--- src/rtl/servo_ramp.sv ---
// Servo command slew stage: accepts an angle, converts it to a PWM duty count and
// moves the duty output toward it by at most STEP_MAX once per servo frame.
module servo_ramp #(
   parameter int unsigned FRAME_CYCLES = 540000,
   parameter int unsigned DUTY_MIN     = 27000,
   parameter int unsigned DUTY_PER_DEG = 150,
   parameter int unsigned DUTY_RESET   = 40500,
   parameter int unsigned STEP_MAX     = 1500
) (
   input  logic        clk,
   input  logic        reset,
   input  logic        cmd_valid,
   output logic        cmd_ready,
   input  logic [7:0]  cmd_angle,
   output logic [31:0] pwm_duty_value,
   output logic        busy,
   output logic        done,
   output logic        frame_tick
);

   localparam int unsigned CNT_W = (FRAME_CYCLES > 1) ? $clog2(FRAME_CYCLES) : 1;
   localparam logic [CNT_W-1:0] CNT_LAST = CNT_W'(FRAME_CYCLES - 1);

   typedef enum logic [1:0] {IDLE, CALC, RAMP} state_t;

   state_t            state_reg, state_next;
   logic [CNT_W-1:0]  frame_cnt_reg;
   logic [7:0]        angle_reg, angle_next;
   logic [31:0]       target_reg, target_next;
   logic [31:0]       duty_reg, duty_next;
   logic              done_reg, done_next;
   logic [31:0]       calc_target;
   logic [31:0]       diff;
   logic              duty_below;
   logic              accept;

   always_ff @(posedge clk) begin
      if (reset) begin
         frame_cnt_reg <= '0;
      end else if (frame_cnt_reg == CNT_LAST) begin
         frame_cnt_reg <= '0;
      end else begin
         frame_cnt_reg <= frame_cnt_reg + 1'b1;
      end
   end

   assign frame_tick = (frame_cnt_reg == CNT_LAST);
   assign cmd_ready  = (state_reg != CALC);
   assign busy       = (state_reg != IDLE);
   assign accept     = cmd_valid & cmd_ready;

   assign calc_target = DUTY_MIN + (32'(angle_reg) * DUTY_PER_DEG);

   // Unsigned magnitude: pick the subtraction order that cannot wrap
   assign duty_below = (target_reg >= duty_reg);
   assign diff       = duty_below ? (target_reg - duty_reg) : (duty_reg - target_reg);

   always_comb begin
      state_next  = state_reg;
      angle_next  = angle_reg;
      target_next = target_reg;
      duty_next   = duty_reg;
      done_next   = 1'b0;
      if (accept) begin
         // A command always wins; an in-flight ramp simply stops where it is
         angle_next = (cmd_angle > 8'd180) ? 8'd180 : cmd_angle;
         state_next = CALC;
      end else begin
         case (state_reg)
            CALC: begin
               target_next = calc_target;
               if (calc_target == duty_reg) begin
                  state_next = IDLE;
                  done_next  = 1'b1;
               end else begin
                  state_next = RAMP;
               end
            end
            RAMP: begin
               if (frame_tick) begin
                  if (diff <= STEP_MAX) begin
                     duty_next  = target_reg;
                     done_next  = 1'b1;
                     state_next = IDLE;
                  end else if (duty_below) begin
                     duty_next = duty_reg + STEP_MAX;
                  end else begin
                     duty_next = duty_reg - STEP_MAX;
                  end
               end
            end
            default: begin
               state_next = state_reg;
            end
         endcase
      end
   end

   always_ff @(posedge clk) begin
      if (reset) begin
         state_reg  <= IDLE;
         angle_reg  <= '0;
         target_reg <= DUTY_RESET;
         duty_reg   <= DUTY_RESET;
         done_reg   <= 1'b0;
      end else begin
         state_reg  <= state_next;
         angle_reg  <= angle_next;
         target_reg <= target_next;
         duty_reg   <= duty_next;
         done_reg   <= done_next;
      end
   end

   assign pwm_duty_value = duty_reg;
   assign done           = done_reg;

endmodule

--- config.mk ---
export PLATFORM = sky130hd
export DESIGN_NAME = servo_ramp
export DESIGN_NICKNAME = d
export VERILOG_FILES = /design/src/rtl/servo_ramp.sv
export SDC_FILE = /design/constraint.sdc
export NUM_CORES = 1
export LEC_CHECK = 0
export ABC_AREA = 1
export BUFFER_PORTS_ARGS = -buffer_cell sky130_fd_sc_hd__buf_4
export CAP_MARGIN = 40
export CORE_UTILIZATION = 58
export CTS_CLUSTER_SIZE = 8
export DETAILED_ROUTE_END_ITERATION = 10
export HOLD_SLACK_MARGIN = 0.02
export PLACE_DENSITY_LB_ADDON = 0.2
export SYNTH_ARGS = -nofsm -noshare
export SYNTH_HDL_FRONTEND = slang
export SYNTH_SLANG_ARGS = --single-unit
--- constraint.sdc ---
create_clock -name clk -period 4.5 [get_ports clk]
set_input_delay 0.45 -clock clk [delete_from_list [all_inputs] [get_ports clk]]
set_output_delay 0.45 -clock clk [all_outputs]
set_load 0.01 [all_outputs]
==> flow_summary_export.csv, run 1 <==
group,metric,value,unit
cts,cts_num_sinks,78,
detailed_routing,detail_route.vias_per_cell,5.550,
setup_path,crit_path_capture_type,"flip-flop",
finish,nFillCells,1652,
setup_path,worstSetupStartpointType,"flip-flop",
grt,number_of_global_route_vias_before_repair,10100,
power_and_ir_drop,power.combinational.fraction,68.8,%
logic_synthesis,syn-num-nets,1784,
detailed_routing,firstDrtPassIters,6,
floorplan,floorplan.die.height,132.1,um
detailed_routing,drcViolationCount,0,
logic_synthesis,synthesized_instance_count,1662,
worst_hold_path,hold_path_class,"input port to flip-flop",
logic_synthesis,ys.flop_type,"dfxtp_1",
setup_path,worst-setup-path-type,"flip-flop to flip-flop",
finish,drive_above_1_share,8.766,%
finish,antenna_cells_inserted,0,
setup_path,cp.required,4.78,ns
power_and_ir_drop,part_of_the_total_power_dissipated_in_the_clock_network,15.2,%
detailed_routing,routed_wl,30930,um
floorplan,design.portCount,47,
cts,cts_made_buffers,9,
sta,holdWs,0.3552,ns
placement,postPlaceCellArea,10580,sq um
floorplan,placementRows,47,
finish,areaGrowthSynthToFinish,10.79,%
sta,count_of_endpoints_failing_setup_in_the_final_report,0,
placement,port-buffer-count,45,
sta,min_period_over_period,93.44,%
detailed_routing,ant_nets,0,
setup_path,r2r_start,"angle_reg[4]$_SDFFE_PP0P_",
sta,slew-limit-headroom,55.83,%
floorplan,die_w,132.1,um
logic_synthesis,netlist.top_cell.by_area,"nand2_1",
logic_synthesis,synthesis.yosys.warnings,0,
logic_synthesis,async_reset_ff_share,0,%
logic_synthesis,synth_edf_count,0,
job,max_cap_violations,0,
grt,grt_first_pass_wirelength,49770,um
cts,cts_tree,"yes",
logic_synthesis,synthMostInstantiatedCell,"nand2_1",
logic_synthesis,yosys.cell_types.count,48,
setup_path,reg2reg_slack,0.30,ns
finish,layout.cells.non_filler,1954,
logic_synthesis,synth-seq-area-share,15.90,%
setup_path,worstRegToRegCells,23,
placement,place_worst_setup_slack,0.1894,ns
power_and_ir_drop,ir_drop,0.2161,mV
worst_hold_path,hold_worst_path_end,"angle_reg[0]$_SDFFE_PP0P_",
power_and_ir_drop,switching_share,53.76,%
floorplan,core_region_area,16580,sq um
cts,clk-insertion-delay-late,0.35,ns
logic_synthesis,synthesis.area,9819,sq um
floorplan,initial_utilization,59.21,%
cts,cts_htree_levels,3,
logic_synthesis,number_of_storage_elements_in_the_synthesis_netlist,78,
power_and_ir_drop,internal_power,0.002206,W
power_and_ir_drop,power_density,438.4,nW/um^2
sta,fmax_achieved,237.8,MHz
logic_synthesis,synth_common_cells,"nand2_1 (512), inv_1 (248), nand3_1 (150)",
sta,slew_limit_fails,0,
detailed_routing,first_iter_violations,907,
cts,clock_tree.buffer_depth,2,
detailed_routing,vias,10840,
grt,antenna_found_initial,0,
logic_synthesis,post_synth.cell_area_avg,5.908,sq um
setup_path,cp.arrival,4.48,ns
placement,place.detailed.hpwl,25250,um
cts,cts.root.buffer_cell,"clkbuf_16",
finish,fin_nets,1851,
sta,final_hold_viol_count,0,
grt,globalRouteTotalUtil,36.07,%
worst_hold_path,worstHoldPathCells,3,
sta,finClkSkew,0.008041,ns
sta,fin_ws,0.2953,ns
sta,finalCriticalPeriod,4.205,ns
floorplan,dieArea,17450,sq um
placement,globalplace.congestion,1.020,
finish,largest_register_ffs,31,
sta,setup_tns,0,ns
setup_path,r2r-end,"done$_SDFF_PP0_",
status,status,"complete, no violations",
power_and_ir_drop,p_seq_share,16.0,%
power_and_ir_drop,cellLeakagePower,5.956,nW
cts,path_clk_slew,0.06,ns
grt,grt_max_degree,39,
detailed_routing,post_drt_wl_per_cell,15.83,um
finish,final_standard_cell_area_without_fillers,10880,sq um
power_and_ir_drop,p_switching,0.002564,W
sta,timing_worst_slew_pin_value,0.6590,ns
logic_synthesis,synthDominantCellAreaShare,19.57,%
grt,grt_overflow,0,
logic_synthesis,synth_top_cells_by_area,"nand2_1 (20%), dfxtp_1 (16%), ha_1 (13%), inv_1 (9.5%), nand3_1 (7.6%)",
worst_hold_path,hp_start,"cmd_angle[0]",
placement,numPlacedInstances,1938,
setup_path,crit_path_max_fanout,5,
## stage by stage
stage | power [W] | util [%]
after floorplan | 0.003231 | -
after global placement | 0.003940 | 63.78
after detailed placement | 0.003968 | 63.78
after CTS | 0.004710 | 65.50
after global routing | 0.005202 | 65.60
final | 0.004769 | 65.60
## cells in the final DEF, fill, tap and decap left out, types with 9 or more instances in the layout
cell / n
xnor2_1: 18
o211ai_1: 12
dfxtp_1: 76
nand2_1: 511
nor2_1: 135
clkbuf_16: 9
nand2_2: 9
nand4_1: 33
o21ai_0: 53
nand3b_1: 16
xor2_1: 32
inv_1: 248
a21oi_1: 110
fa_1: 9
buf_4: 86
nor3_1: 22
ha_1: 102
nand3_1: 150
## worst max path at each step
| stage | startpoint | to | slack [ns] | cells past startpoint |
|---|---|---|---|---|
| finish | angle_reg[4]$_SDFFE_PP0P_ | done$_SDFF_PP0_ | 0.30 | 23 |
| global route | angle_reg[5]$_SDFFE_PP0P_ | done$_SDFF_PP0_ | -0.0003 | 24 |
| CTS | angle_reg[4]$_SDFFE_PP0P_ | done$_SDFF_PP0_ | 0.17 | 24 |
| detailed placement | angle_reg[4]$_SDFFE_PP0P_ | done$_SDFF_PP0_ | 0.19 | 24 |
| global placement | angle_reg[4]$_SDFFE_PP0P_ | done$_SDFF_PP0_ | 0.21 | 24 |
| floorplan | pwm_duty_value[2]$_SDFFE_PP1P_ | pwm_duty_value[31]$_SDFFE_PP0P_ | 0.22 | 25 |
## worst max-delay path, cell delays in order (launching register included)
cell and delay (ns):
dfxtp_2 0.36, ha_1 0.30, ha_1 0.28, inv_1 0.05, fa_1 0.49, fa_1 0.51
inv_1 0.04, ha_1 0.34, nand2_1 0.10, inv_1 0.05, a21oi_1 0.17, nand2_1 0.11
nand2_1 0.07, nand2_1 0.11, nand3_1 0.16, nand2_1 0.08, or2_2 0.28, nand3_1 0.07
nand2_1 0.07, nor2_1 0.10, nand3_1 0.07, nor2_1 0.08, nand3_1 0.09, a21oi_1 0.15
## kinds of logic after synthesis
group,after synthesis,share of synthesized area [%]
buffers and inverters,287,11.57
AOI/OAI and AO/OA,220,12.60
and+or+nand+nor,914,40.51
DFF,78,15.90
other,1,0.03819
xor gates and xnor gates,51,4.549
adders and majority gates,111,14.83
## power by group through the flow
stage	Combinational, W	Sequential, W	Clock [W]
floorplan	0.00247	0.000764	0
global placement	0.00317	0.000775	0
detailed placement	0.00319	0.000776	0
CTS	0.00322	0.000760	0.000734
global route	0.00367	0.000766	0.000766
finish	0.00328	0.000762	0.000727
## what timing repair did
action / CTS / global route
endpoints found under the setup margin: 0 / 5
hold buffers: 0 / 0
resized for setup: 0 / 7
setup buffers: 0 / 0
## metal layers
layer / global-route usage [%] / share of wire, % / wire [um] / vias up
met4: 14.92 / 4.0 / 1235 / 0
met1: 45.70 / 44 / 13520 / 4894
met2: 60.73 / 45 / 14050 / 367
met5: 0 / 0 / 0 / -
li1: - / - / - / 5503
met3: 5.805 / 6.9 / 2126 / 80
## layout make-up
cell class	instances	area, sq um	share of cell area [%]
Inverter	257	967.2	8.890
Clock buffer	9	225.2	2.070
Multi-Input combinational cell	1297	7141	65.64
Timing Repair Buffer	86	645.6	5.934
Sequential cell	78	1564	14.38
Clock inverter	7	61.31	0.5635
Tap cell	220	275.3	2.530
Power figures use the tool's default switching activity.
==> inputs of run 2 (changes only) <==
Settings changed: CORE_MARGIN set to 8.
Clock period 4.5 ns to 5.3 ns, I/O delays scaled along.
==> flow_summary_export.csv, run 2 (synthesized netlist as in run 1, its figures left out) <==
group,metric,value,unit
detailed_routing,firstDrtPassIters,7,
finish,largest_register_ffs,31,
floorplan,die_w,146.1,um
cts,cts.repair_timing.setup_buffer_count,0,
setup_path,cp.arrival,5.04,ns
placement,place.detailed.hpwl,25040,um
setup_path,r2r-end,"pwm_duty_value[31]$_SDFFE_PP0P_",
sta,finalCriticalPeriod,4.759,ns
detailed_routing,routed_wl,30920,um
finish,final_standard_cell_area_without_fillers,10650,sq um
setup_path,reg2reg_slack,0.54,ns
floorplan,design.portCount,47,
floorplan,dieArea,21350,sq um
sta,holdWs,0.4364,ns
worst_hold_path,hold_path_class,"input port to flip-flop",
cts,post_cts_resized,0,
grt,grt_overflow,0,
setup_path,worst-setup-path-type,"flip-flop to flip-flop",
power_and_ir_drop,power_density,377.1,nW/um^2
worst_hold_path,hp_start,"cmd_angle[0]",
detailed_routing,ant_nets,0,
power_and_ir_drop,ir_drop,0.1882,mV
setup_path,crit_path_capture_type,"flip-flop",
status,status,"complete, no violations",
detailed_routing,post_drt_wl_per_cell,16.06,um
setup_path,crit_path_max_fanout,15,
grt,grt_first_pass_wirelength,50510,um
placement,postPlaceCellArea,10360,sq um
cts,clock_tree.buffer_depth,2,
cts,cts.hold.buffers_added,0,
grt,grt_max_degree,39,
floorplan,core_region_area,16580,sq um
sta,count_of_endpoints_failing_setup_in_the_final_report,0,
worst_hold_path,hold_worst_path_end,"angle_reg[0]$_SDFFE_PP0P_",
cts,path_clk_slew,0.07,ns
power_and_ir_drop,cellLeakagePower,5.815,nW
sta,rsz0062_at_grt,"no",
cts,cts_tree,"yes",
detailed_routing,detail_route.vias_per_cell,5.653,
placement,port-buffer-count,45,
setup_path,cp.required,5.58,ns
setup_path,worstRegToRegCells,26,
sta,fmax_achieved,210.1,MHz
sta,slew-limit-headroom,43.08,%
grt,antenna_found_initial,0,
sta,slew_limit_fails,0,
sta,final_hold_viol_count,0,
cts,cts_num_sinks,78,
job,max_cap_violations,0,
finish,postLayoutCoreUtil,64.21,%
sta,min_period_over_period,89.79,%
finish,fin_nets,1822,
sta,finClkSkew,0.008365,ns
finish,layout_common_cells,"nand2_1 (512), inv_1 (248), nand3_1 (150)",
cts,clk-insertion-delay-late,0.35,ns
worst_hold_path,worstHoldPathCells,3,
finish,final_common_cell,"nand2_1",
detailed_routing,drcViolationCount,0,
placement,globalplace.congestion,0.9994,
setup_path,r2r_start,"pwm_duty_value[14]$_SDFFE_PP0P_",
grt,number_of_global_route_vias_before_repair,10450,
detailed_routing,vias,10880,
finish,nFillCells,1652,
sta,timing_worst_slew_pin_value,0.8538,ns
detailed_routing,first_iter_violations,842,
finish,areaGrowthSynthToFinish,8.435,%
floorplan,placementRows,47,
floorplan,initial_utilization,59.21,%
grt,globalRouteTotalUtil,28.56,%
cts,cts_htree_levels,3,
sta,setup_tns,0,ns
setup_path,worstSetupStartpointType,"flip-flop",
finish,antenna_cells_inserted,0,
floorplan,floorplan.die.height,146.1,um
cts,cts_made_buffers,9,
cts,cts.root.buffer_cell,"clkbuf_16",
finish,drive_above_1_share,6.921,%
[run 2: critical path, cell delays in order, from the launching register on]
cell and delay [ns]:
dfxtp_1 0.44, inv_1 0.13, ha_1 0.51, nand2_2 0.15
nor2_4 0.20, nand2_1 0.08, inv_2 0.07, nand2_2 0.07
nand2_4 0.08, nand2_1 0.05, nand3_1 0.08, nand2_1 0.06
buf_4 0.21, inv_1 0.25, ha_1 0.33, a21oi_1 0.13
nand2_1 0.11, a21boi_0 0.39, inv_1 0.08, nand3_1 0.08
nand3_1 0.13, a21oi_1 0.25, inv_1 0.09, a211oi_1 0.28
xor2_1 0.19, nand3_1 0.09, a21oi_1 0.13
[run 2: metrics by stage]
stage / cells / power [W] / worst slack (ns)
3_3_place_gp: 1909 / 0.003313 / 0.7855
2_1_floorplan: 1662 / 0.002743 / 1.020
4_1_cts: 1925 / 0.003966 / 0.5730
3_5_place_dp: 1909 / 0.003326 / 0.5933
6_report: 1925 / 0.004015 / 0.5409
5_1_grt: 1925 / 0.004370 / 0.1129
[run 2: worst max path at each step]
stage                                          from                              end  slack [ns]  cells past startpoint
finish              pwm_duty_value[14]$_SDFFE_PP0P_  pwm_duty_value[31]$_SDFFE_PP0P_        0.54                     26
global route         pwm_duty_value[3]$_SDFFE_PP0P_  pwm_duty_value[31]$_SDFFE_PP0P_        0.11                     25
CTS                 pwm_duty_value[14]$_SDFFE_PP0P_  pwm_duty_value[31]$_SDFFE_PP0P_        0.57                     26
detailed placement  pwm_duty_value[14]$_SDFFE_PP0P_  pwm_duty_value[31]$_SDFFE_PP0P_        0.59                     26
global placement    pwm_duty_value[14]$_SDFFE_PP0P_  pwm_duty_value[31]$_SDFFE_PP0P_        0.79                     26
floorplan            pwm_duty_value[2]$_SDFFE_PP1P_  pwm_duty_value[31]$_SDFFE_PP0P_        1.02                     25
[run 2: routing by layer]
metal / track usage, % / vias to the layer above / routed length [um]
met5: 0 / - / 0
met4: 10.36 / 0 / 969
met3: 4.203 / 72 / 2419
met2: 50.02 / 408 / 14550
met1: 34.83 / 4952 / 12980
li1: - / 5450 / -
[run 2: cell type report]
class,count,area (sq um),share of cell area [%]
repair buffers,57,427.9,4.019
inverters,257,967.2,9.083
clock buffers,9,225.2,2.115
multi-input cells,1297,7127,66.93
clock inverters,7,63.81,0.5993
well taps,220,275.3,2.585
flip-flops and latches,78,1562,14.67
[run 2: where the power goes]
group / switching, W / internal (W)
clock network: 0.000304 / 0.000330
registers: 0.0000367 / 0.000614
logic: 0.00182 / 0.000913
